`config.mk`:
```
export PLATFORM = sky130hd
export DESIGN_NAME = alu_op_sequencer
export DESIGN_NICKNAME = d
export VERILOG_FILES = /design/src/rtl/alu_pkg.sv /design/src/rtl/alu_op_sequencer.sv
export SDC_FILE = /design/constraint.sdc
export NUM_CORES = 1
export LEC_CHECK = 0
export ABC_CLOCK_PERIOD_IN_PS = 4400
export CAP_MARGIN = 20
export CORE_UTILIZATION = 44
export DETAILED_ROUTE_END_ITERATION = 12
export GPL_ROUTABILITY_DRIVEN = 1
export PLACE_DENSITY = 0.76
export REMOVE_ABC_BUFFERS = 1
export SKIP_CTS_REPAIR_TIMING = 1
export SYNTH_ARGS = -nofsm -noshare
export SYNTH_HDL_FRONTEND = slang
export SYNTH_SLANG_ARGS = --single-unit
```
`constraint.sdc`:
```
create_clock -name clk -period 4.4 [get_ports clk]
set_clock_uncertainty 0.1 [all_clocks]
set_input_delay 0.66 -clock clk [delete_from_list [all_inputs] [get_ports clk]]
set_output_delay 0.66 -clock clk [all_outputs]
set_load 0.05 [all_outputs]
```
`src/rtl/alu_pkg.sv`:
```
// Shared definitions for the ALU and its upstream operation sequencer:
// opcode constants, the flag pair and the sequencer state encoding.
package alu_pkg;

    localparam logic [3:0] ALU_AND = 4'h0;
    localparam logic [3:0] ALU_OR  = 4'h1;
    localparam logic [3:0] ALU_ADD = 4'h2;
    localparam logic [3:0] ALU_INC = 4'h3;
    localparam logic [3:0] ALU_DEC = 4'h4;
    localparam logic [3:0] ALU_NOT = 4'h5;
    localparam logic [3:0] ALU_SUB = 4'h6;
    localparam logic [3:0] ALU_XOR = 4'h7;
    localparam logic [3:0] ALU_SL  = 4'h8;
    localparam logic [3:0] ALU_SR  = 4'h9;

    typedef struct packed {
        logic c;
        logic z;
    } ALUFlagsStruct;

    typedef enum logic [1:0] {
        IDLE  = 2'd0,
        EXEC  = 2'd1,
        SHIFT = 2'd2,
        RESP  = 2'd3
    } state_t;

endpackage

```
`src/rtl/alu_op_sequencer.sv`:
```
// Control stage in front of an N-bit ALU: takes one command at a time, runs
// multi-bit shifts as repeated 1-bit ALU shifts and holds a persistent C/Z pair.
module alu_op_sequencer
    import alu_pkg::*;
#(
    parameter int N = 4
) (
    input  logic         clk,
    input  logic         rst,
    input  logic         cmd_valid,
    output logic         cmd_ready,
    input  logic [3:0]   cmd_op,
    input  logic [N-1:0] cmd_a,
    input  logic [N-1:0] cmd_b,
    input  logic         cmd_flag_in,
    input  logic         cmd_use_carry,
    output logic [N-1:0] alu_a,
    output logic [N-1:0] alu_b,
    output logic [3:0]   alu_control,
    output logic         alu_flag_in,
    input  logic [N-1:0] alu_result,
    input  logic         alu_c,
    input  logic         alu_z,
    output logic         rsp_valid,
    input  logic         rsp_ready,
    output logic [N-1:0] rsp_result,
    output logic         rsp_err,
    output logic         flag_c,
    output logic         flag_z
);

    localparam logic [N-1:0] ONE = {{(N-1){1'b0}}, 1'b1};

    state_t        state;
    state_t        next_state;
    ALUFlagsStruct flags;
    logic [N-1:0]  cnt;

    logic eff_flag_in;
    logic is_shift;
    logic illegal;
    logic zero_cnt;

    assign eff_flag_in = cmd_use_carry ? flags.c : cmd_flag_in;
    assign is_shift    = (cmd_op == ALU_SL) || (cmd_op == ALU_SR);
    assign illegal     = (cmd_op > ALU_SR);
    assign zero_cnt    = (cmd_b == '0);
    assign flag_c      = flags.c;
    assign flag_z      = flags.z;

    always_ff @(posedge clk or posedge rst) begin
        if (rst) begin
            state <= IDLE;
        end else begin
            state <= next_state;
        end
    end

    always_comb begin
        next_state = state;
        cmd_ready  = 1'b0;
        rsp_valid  = 1'b0;
        case (state)
            IDLE: begin
                cmd_ready = 1'b1;
                if (cmd_valid) begin
                    if (illegal || (is_shift && zero_cnt)) begin
                        next_state = RESP;
                    end else if (is_shift) begin
                        next_state = SHIFT;
                    end else begin
                        next_state = EXEC;
                    end
                end
            end
            EXEC: next_state = RESP;
            SHIFT: begin
                if (cnt == ONE) begin
                    next_state = RESP;
                end
            end
            RESP: begin
                rsp_valid = 1'b1;
                if (rsp_ready) begin
                    next_state = IDLE;
                end
            end
            default: next_state = IDLE;
        endcase
    end

    // The alu_* registers double as the latched command: alu_a is also the
    // shift work register, so they only change when an ALU pass is started.
    always_ff @(posedge clk or posedge rst) begin
        if (rst) begin
            alu_a       <= '0;
            alu_b       <= '0;
            alu_control <= '0;
            alu_flag_in <= 1'b0;
            cnt         <= '0;
            rsp_result  <= '0;
            rsp_err     <= 1'b0;
            flags       <= '0;
        end else begin
            case (state)
                IDLE: begin
                    if (cmd_valid) begin
                        rsp_err <= illegal;
                        if (illegal) begin
                            rsp_result <= '0;
                        end else if (is_shift && zero_cnt) begin
                            rsp_result <= cmd_a;
                            flags.z    <= (cmd_a == '0);
                        end else begin
                            alu_a       <= cmd_a;
                            alu_b       <= is_shift ? ONE : cmd_b;
                            alu_control <= cmd_op;
                            alu_flag_in <= eff_flag_in;
                            cnt         <= cmd_b;
                        end
                    end
                end
                EXEC: begin
                    rsp_result <= alu_result;
                    flags.z    <= alu_z;
                    if ((alu_control == ALU_ADD) || (alu_control == ALU_SUB)) begin
                        flags.c <= alu_c;
                    end
                end
                SHIFT: begin
                    alu_a <= alu_result;
                    cnt   <= cnt - ONE;
                    if (cnt == ONE) begin
                        rsp_result <= alu_result;
                        flags.c    <= alu_c;
                        flags.z    <= alu_z;
                    end
                end
                default: ;
            endcase
        end
    end

endmodule

```
Word level (Yosys, flattened, before mapping)
Index checks and enable logic that the tools add are counted.
{"block": "op_classes", "addsub": 1, "n_lt_le_gt_ge": 1, "eq_ne": 16, "mux": 30, "bitwise_logic": 2, "reduce_logical": 17}
{"cell": "2-to-1 mux 4 bit", "n": 11}
{"cell": "one-hot mux 4 bit (2 select lines)", "n": 2}
{"cell": "!= test 2 bit, second input constant", "n": 7}
{"cell": "2-to-1 mux 2 bit", "n": 6}
{"cell": "one-hot mux 4 bit (3 select lines)", "n": 1}
{"cell": "AND reduction 4 bit", "n": 3}
{"cell": "== test 4 bit, second input constant", "n": 2}
{"cell": "zero test 4 bit", "n": 2}
{"cell": "one-hot mux 2 bit (4 select lines)", "n": 1}
{"cell": "2-to-1 mux 1 bit", "n": 7}
{"cell": "AND reduction 3 bit", "n": 2}
{"cell": "AND reduction 5 bit", "n": 1}
{"cell": "== test 2 bit, second input constant", "n": 2}
{"cell": "== test 4 x 1 -> 1 bit, second input constant", "n": 1}
{"cell": "== test 4 x 2 -> 1 bit, second input constant", "n": 1}
{"cell": "== test 4 x 3 -> 1 bit, second input constant", "n": 1}
{"cell": "greater-than comparator 4 bit, second input constant", "n": 1}
{"cell": "nonzero test 2 bit", "n": 2}
{"cell": "subtractor 4 x 1 -> 4 bit, second input constant", "n": 1}
{"cell": "logical OR 1 bit", "n": 3}
{"cell": "!= test 3 bit, second input constant", "n": 1}
{"cell": "one-hot mux 1 bit (3 select lines)", "n": 1}
{"cell": "nonzero test 3 bit", "n": 1}
{"cell": "== test 2 x 1 -> 1 bit, second input constant", "n": 1}
{"cell": "other kinds (5)", "n": 6}
{"block": "totals", "regBits": 26, "input_bits": 24, "output_inout_bits": 22, "word_cells": 77}

Depth between registers and ports, before layout
Gate-level depths: netlist of the first run.
{"block": "depth", "depth_word": 7, "ltp_mapped": 7, "mapped_depth_nobuf": 6}

Worst setup path before layout of the first run
OpenSTA, ideal clock, no wires.
{"block": "synth_path", "path_kind": "register to register", "from": "register state[0]", "to": "register alu_a[0]", "setup_ns": 0.125, "arrival_time_ns": 2.186, "required_ns": 4.175, "slack_ns": 1.989, "path_stages_with_launch": 8, "n_path_buf": 1, "period_less_slack_ns": 2.411, "cell_sequence": "dfrtp_1 inv_1 ha_1 nand2_1 or2_2 buf_2 nand2_4 mux2_4"}
{"block": "synth_via", "elab_chain_len": 3, "word_cells_on_any_way": 8, "cone_classes": "eq/ne: 4; mux: 1; reduce/logical: 3"}
{"element": "from (decl)", "line": "alu_op_sequencer.sv:34", "text": "state_t state;"}
{"element": "from (signal assigned)", "line": "alu_op_sequencer.sv:55", "text": "state <= next_state;"}
{"element": "== test 2 bit or zero test 2 bit (tied branches)", "line": "alu_op_sequencer.sv:105", "text": "case (state)"}
{"element": "nonzero test 2 bit (no source line) or != test 2 bit (tied branches)"}
{"element": "AND reduction 4 bit (no source line)"}
{"element": "to (signal assigned)", "line": "alu_op_sequencer.sv:115", "text": "alu_a <= cmd_a;"}
{"element": "to (signal assigned)", "line": "alu_op_sequencer.sv:131", "text": "alu_a <= alu_result;"}
{"element": "to (decl)", "line": "alu_op_sequencer.sv:17", "text": "output logic [N-1:0] alu_a,"}
Several ways; a longest one is shown, not always the timed one.
A chain may end at the register's enable or synchronous reset.

Worst setup path in the final report of the first run
{"block": "layout_path", "from": "register state[0]", "to": "output cmd_ready"}
{"block": "layout_via", "elab_chain_len": 2}
{"element": "zero test 2 bit", "line": "alu_op_sequencer.sv:63", "text": "case (state)"}
{"element": "2-to-1 mux 1 bit", "line": "alu_op_sequencer.sv:63"}
{"element": "to (decl)", "line": "alu_op_sequencer.sv:11", "text": "output logic cmd_ready,"}
Every way passes these cells.

==> results of run 1 <==
-- cell usage in the layout (no fill, tap or decap), types with 2 or more instances in the layout --
cell type,instances
mux2_4,4
mux2_2,14
inv_1,9
dfrtp_1,26
clkdlybuf4s50_1,45
a22o_2,2
nor3_1,2
o22ai_1,2
nand2_1,7
or2_2,2
a22o_1,7
clkbuf_4,3
nand3_1,3
nor2_1,7
a21oi_1,9
nor2b_1,4
o21ai_0,6
ha_1,6
nand3b_1,2
mux2i_1,3
-- layer usage --
| metal | wire, um | share of wire | vias to the layer above | track usage |
|---|---|---|---|---|
| met3 | 156 | 0.045 | 0 | 0.0216 |
| met4 | 0 | 0 | 0 | 0.0598 |
| met1 | 1500 | 0.43 | 596 | 0.270 |
| met2 | 1830 | 0.52 | 36 | 0.373 |
| li1 | - | - | 574 | - |
| met5 | 0 | 0 | - | 0 |
-- worst reg2reg max path: cells and delay by family, from the launching register on --
kind	cells	cell delay (ns)
muxes	1	0.41
adders and majority gates	1	0.42
and+or+nand+nor	1	0.20
buffers and inverters	1	0.09
AOI/OAI and AO/OA	1	0.53
DFF	1	0.41
-- flip-flops by register name, summed over array words and instances, names as in the netlist, 2 cells and up --
register,count
alu_a,4
cnt,4
state,2
alu_b,4
rsp_result,4
alu_control,4
-- cell families after synthesis --
family	count (synthesis)	share of synthesized area
AO/OA/AOI/OAI	34	0.171
AND/OR/NAND/NOR	34	0.130
flip-flops	26	0.442
multiplexers	21	0.168
buffers and inverters	14	0.0374
adder cells (fa/ha/maj)	6	0.0510
-- power breakdown --
part / internal, mW / total (mW) / switching [mW]
Clock: 0.0320 / 0.101 / 0.0687
Combinational: 0.462 / 1.12 / 0.659
Sequential: 0.359 / 0.443 / 0.0839
-- worst paths after layout --
path / startpoint / to / slack, ns / cells after the start
worst max-delay path: state[0] / cmd_ready / 1.51 / 3
worst min-delay path: alu_control[2] / alu_control[2] / 0.42 / 1
worst max register to register: state[0] / rsp_result[1] / 2.15 / 5
worst min register to register: alu_control[2] / alu_control[2] / 0.42 / 1
max in group asynchronous: rst / alu_b[3] / 3.34 / 3
min in group asynchronous: rst / alu_a[3] / 0.46 / 2
-- area by class of cell --
class                      count  area share
multi-input combinational     95       0.382
tap                           44      0.0274
sequential                    26       0.324
timing repair buffer          46       0.238
clock buffer                   3      0.0112
inverter                       9      0.0168
-- through the flow --
stage	cells	cell area, um^2	util	worst slack (ns)	hold slack, ns
floorplan	130	1450	-	2.05	0.399
global placement	219	1960	0.630	1.73	0.380
detailed placement	219	1960	0.630	1.65	0.393
CTS	222	1980	0.638	1.50	0.424
global route	223	2010	0.646	1.44	0.435
finish	223	2010	0.646	1.51	0.422
==> impl_metrics.json, run 1 <==
{
  "status": "complete, no violations",
  "yosysTopAreaCellShare": 0.442,
  "syn_avg_cell_area_um2": 10.9,
  "synth-edff-count": 0,
  "synth_seq_area_share": 0.442,
  "critical_path_required_ns": 3.64,
  "grt_max_degree": 27,
  "critPathMaxFanout": 9,
  "antenna_found_initial": 0,
  "worstSetupStartpointType": "register",
  "synth_most_common_cell": "dfrtp_1",
  "cts-root-buf": "clkbuf_4",
  "seqCellArea_um2": 651,
  "n_antenna_cell": 0,
  "wirelength_um": 3480,
  "clock_sinks": 26,
  "path_cells": "inv_1 -> ha_1 -> clkdlybuf4s50_1",
  "multi_input_area_um2": 766,
  "clk_pin_slew_worst_paths_ns": 0.14,
  "cap_violations": 0,
  "leakage_nw": 0.867,
  "synth_seq_cells": 26,
  "end_kind": "primary output",
  "gp_congestion": 0.953,
  "post-route-min-period_ns": 2.89,
  "setup_tns_ns": 0,
  "synth_area_um2": 1470,
  "slew_viol_final": 0,
  "portBuffers": 45,
  "power_density_nw_per_um2": 830,
  "crit_type": "reg2out",
  "drive_gt1_frac": 0.168,
  "vias": 1206,
  "worst_pin_slew_ns": 0.614,
  "initial_core_util": 0.474,
  "cpPeakStageDelay_ns": 0.88,
  "hp-class": "reg2reg",
  "path_delay_family": "buffers and inverters",
  "clockBufferDepth": 2,
  "die_x_um": 59.8,
  "setup_viol": 0,
  "first_global_vias": 1230,
  "die_area_um2": 3580,
  "crit_buf_inv": 2,
  "die_h_um": 59.8,
  "grt_pass1_wl_um": 5670,
  "max_freq_ghz": 0.346,
  "yosysTopAreaCell": "dfrtp_1",
  "grtUsageTotal": 0.210,
  "finalCritPeriodShare": 0.657,
  "dp_hpwl_um": 2720,
  "post_drt_wl_per_cell_um": 15.6,
  "cts_buffers": 3,
  "ant_nets": 0,
  "grt_overflow_total": 0,
  "post-route-drc-count": 0,
  "synth_flop_cell": "dfrtp_1",
  "fp.coreArea_um2": 3100,
  "cts_tree": "built",
  "layout.nets": 211,
  "slowest_stage": "clkdlybuf4s50_1",
  "finalHoldViolCount": 0,
  "syn-instance-count": 135,
  "rows": 20,
  "ys_types": 35,
  "power_mw": 1.66,
  "vdd_ir_drop_max_uv": 436,
  "fillers": 268,
  "htreeDepth": 1,
  "relSlewSlack": 0.586,
  "clock_latency_ns": 0.32,
  "yosys-top-cells-count": "26 x dfrtp_1, 14 x mux2_2, 9 x a21oi_1, 9 x inv_1",
  "area_growth_pct": 36.3,
  "crit_arrival_ns": 2.13,
  "drt-vias-per-instance": 5.41,
  "ioPinCount": 46,
  "grt_setup_unrepaired": "false",
  "yosysWarnings": 0,
  "drtIter0Drc": 50,
  "synth_area_leaders": "dfrtp_1 44%, mux2_2 11%, ha_1 5.1%",
  "drtPass1Iterations": 4,
  "ys_async_sr_fraction": 1.00
}
Power figures use the tool's default switching activity.
==> run 2, diff against run 1 <==
Settings changed: ABC_CLOCK_PERIOD_IN_PS 4400 to 2800.
Clock period 4.4 ns to 2.8 ns, I/O delays scaled along.
==> run 2 against run 1 <==
Compared with the run above: clock power up 100%; largest cell class unchanged; final area down 0.31%; cell count up 0.45%; sequential power up 56%; total power up 59%; utilization down 0.20 points; global-route usage up 0.30 points; largest power group unchanged; die area unchanged.
==> impl_metrics.json, run 2 (synthesis gave the netlist of run 1 again) <==
{
  "cts_buffers": 3,
  "slew_viol_final": 0,
  "final_common_cell": "clkdlybuf4s50_1",
  "clk_pin_slew_worst_paths_ns": 0.15,
  "reg2reg_depth": 5,
  "hp-class": "in2async",
  "n_antenna_cell": 0,
  "grt_setup_unrepaired": "false",
  "netSwitchingFraction": 0.485,
  "cp-endpoint": "cmd_ready",
  "r2r-end": "rsp_result[3]",
  "drtPass1Iterations": 4,
  "rows": 20,
  "final_cell_mix": "45 x clkdlybuf4s50_1, 26 x dfrtp_1, 14 x mux2_2, 9 x inv_1, 9 x a21oi_1",
  "stdcell_area_um2": 2000,
  "wl_met3_um": 154,
  "gp_congestion": 0.959,
  "drtIter0Drc": 34,
  "post_drt_wl_per_cell_um": 15.3,
  "leakage_nw": 0.866,
  "worst_pin_slew_ns": 0.648,
  "fillers": 264,
  "cts-root-buf": "clkbuf_4",
  "htreeDepth": 1,
  "post-route-min-period_ns": 2.67,
  "routed-wl-met2_um": 1700,
  "highest_layer": "met4",
  "cts_tree": "built",
  "r2r-start": "state[0]",
  "area_growth_pct": 35.9,
  "power_density_nw_per_um2": 1330,
  "wirelength_um": 3430,
  "worstSetupStartpointType": "register",
  "grt_max_degree": 27,
  "initial_core_util": 0.474,
  "critPathMaxFanout": 9,
  "critPathLaunch": "state[1]",
  "vias": 1211,
  "clockBufferDepth": 2,
  "critical_path_required_ns": 2.28,
  "p_int_mw": 1.37,
  "first_global_vias": 1241,
  "combPwrFrac": 0.663,
  "drt-vias-per-instance": 5.41,
  "crit_type": "reg2out",
  "cpPeakStageDelay_ns": 0.88,
  "clock_sinks": 26,
  "p_sw_mw": 1.28,
  "layout.nets": 211,
  "crit_arrival_ns": 2.15,
  "relSlewSlack": 0.564,
  "die_x_um": 59.8,
  "p_clk_frac": 0.076,
  "grt_overflow_total": 0,
  "ant_nets": 0,
  "setup_viol": 0,
  "status": "complete, no violations",
  "vdd_ir_drop_max_uv": 654,
  "clock_latency_ns": 0.34,
  "placed_area_um2": 1960,
  "path_cells": "inv_1 -> ha_1 -> clkdlybuf4s50_1",
  "wl_met1_um": 1520,
  "grtUsageTotal": 0.213,
  "max_freq_ghz": 0.375,
  "finalCritPeriodShare": 0.953,
  "cap_violations": 0,
  "seqPwrFrac": 0.261,
  "antenna_found_initial": 0,
  "slowest_stage": "clkdlybuf4s50_1",
  "portBuffers": 45,
  "dp_hpwl_um": 2640,
  "setup_tns_ns": 0,
  "timing.hold.ws_ns": 0.312,
  "die_h_um": 59.8,
  "drive_gt1_frac": 0.172,
  "die_area_um2": 3580,
  "grt_pass1_wl_um": 5710,
  "post-route-drc-count": 0,
  "ff2ff_setup_slack_ns": 0.54,
  "fp.coreArea_um2": 3100,
  "ioPinCount": 46,
  "finalHoldViolCount": 0,
  "end_kind": "primary output"
}
==> run 2: how the worst min path moves through the flow <==
stage / from / endpoint / slack (ns) / depth (start not counted)
finish: rst / cnt[1] / 0.31 / 3
global route: rst / alu_a[0] / 0.34 / 3
CTS: rst / alu_a[2] / 0.33 / 3
detailed placement: alu_flag_in / alu_flag_in / 0.39 / 1
global placement: rsp_err / rsp_err / 0.38 / 2
floorplan: rst / alu_a[0] / 0.36 / 1
==> run 2: area by class of cell <==
class | count | area (um^2) | area share
Tap cell | 44 | 55.1 | 0.0275
Timing Repair Buffer | 46 | 458 | 0.229
Clock buffer | 4 | 36.3 | 0.0181
Sequential cell | 26 | 651 | 0.325
Inverter | 9 | 33.8 | 0.0169
Multi-Input combinational cell | 95 | 766 | 0.383
==> run 2: routing by layer <==
layer,GRT usage,vias to the layer above
met1,0.273,601
li1,-,572
met2,0.362,33
met3,0.0260,5
met5,0,-
met4,0.0897,0
==> run 2: stage by stage <==
step | worst slack, ns | power (mW) | std cells | util
floorplan | 0.449 | 1.94 | 130 | -
global route | 0.0396 | 2.80 | 224 | 0.644
global placement | 0.373 | 2.42 | 220 | 0.633
finish | 0.133 | 2.65 | 224 | 0.644
detailed placement | 0.299 | 2.46 | 220 | 0.633
CTS | 0.124 | 2.66 | 224 | 0.644
==> run 2: power groups by stage <==
stage	Sequential [mW]	Clock, mW	Combinational [mW]
after floorplan	1.16	0	0.782
after global placement	0.692	0	1.73
after detailed placement	0.700	0	1.76
after CTS	0.691	0.205	1.77
after global routing	0.713	0.217	1.87
final	0.690	0.202	1.76
==> run 2: worst max-delay path, delay by kind of cell (launching register included) <==
| kind | cells | cell delay (ns) |
|---|---|---|
| buffers and inverters | 2 | 0.99 |
| DFF | 1 | 0.43 |
| adders and majority gates | 1 | 0.40 |
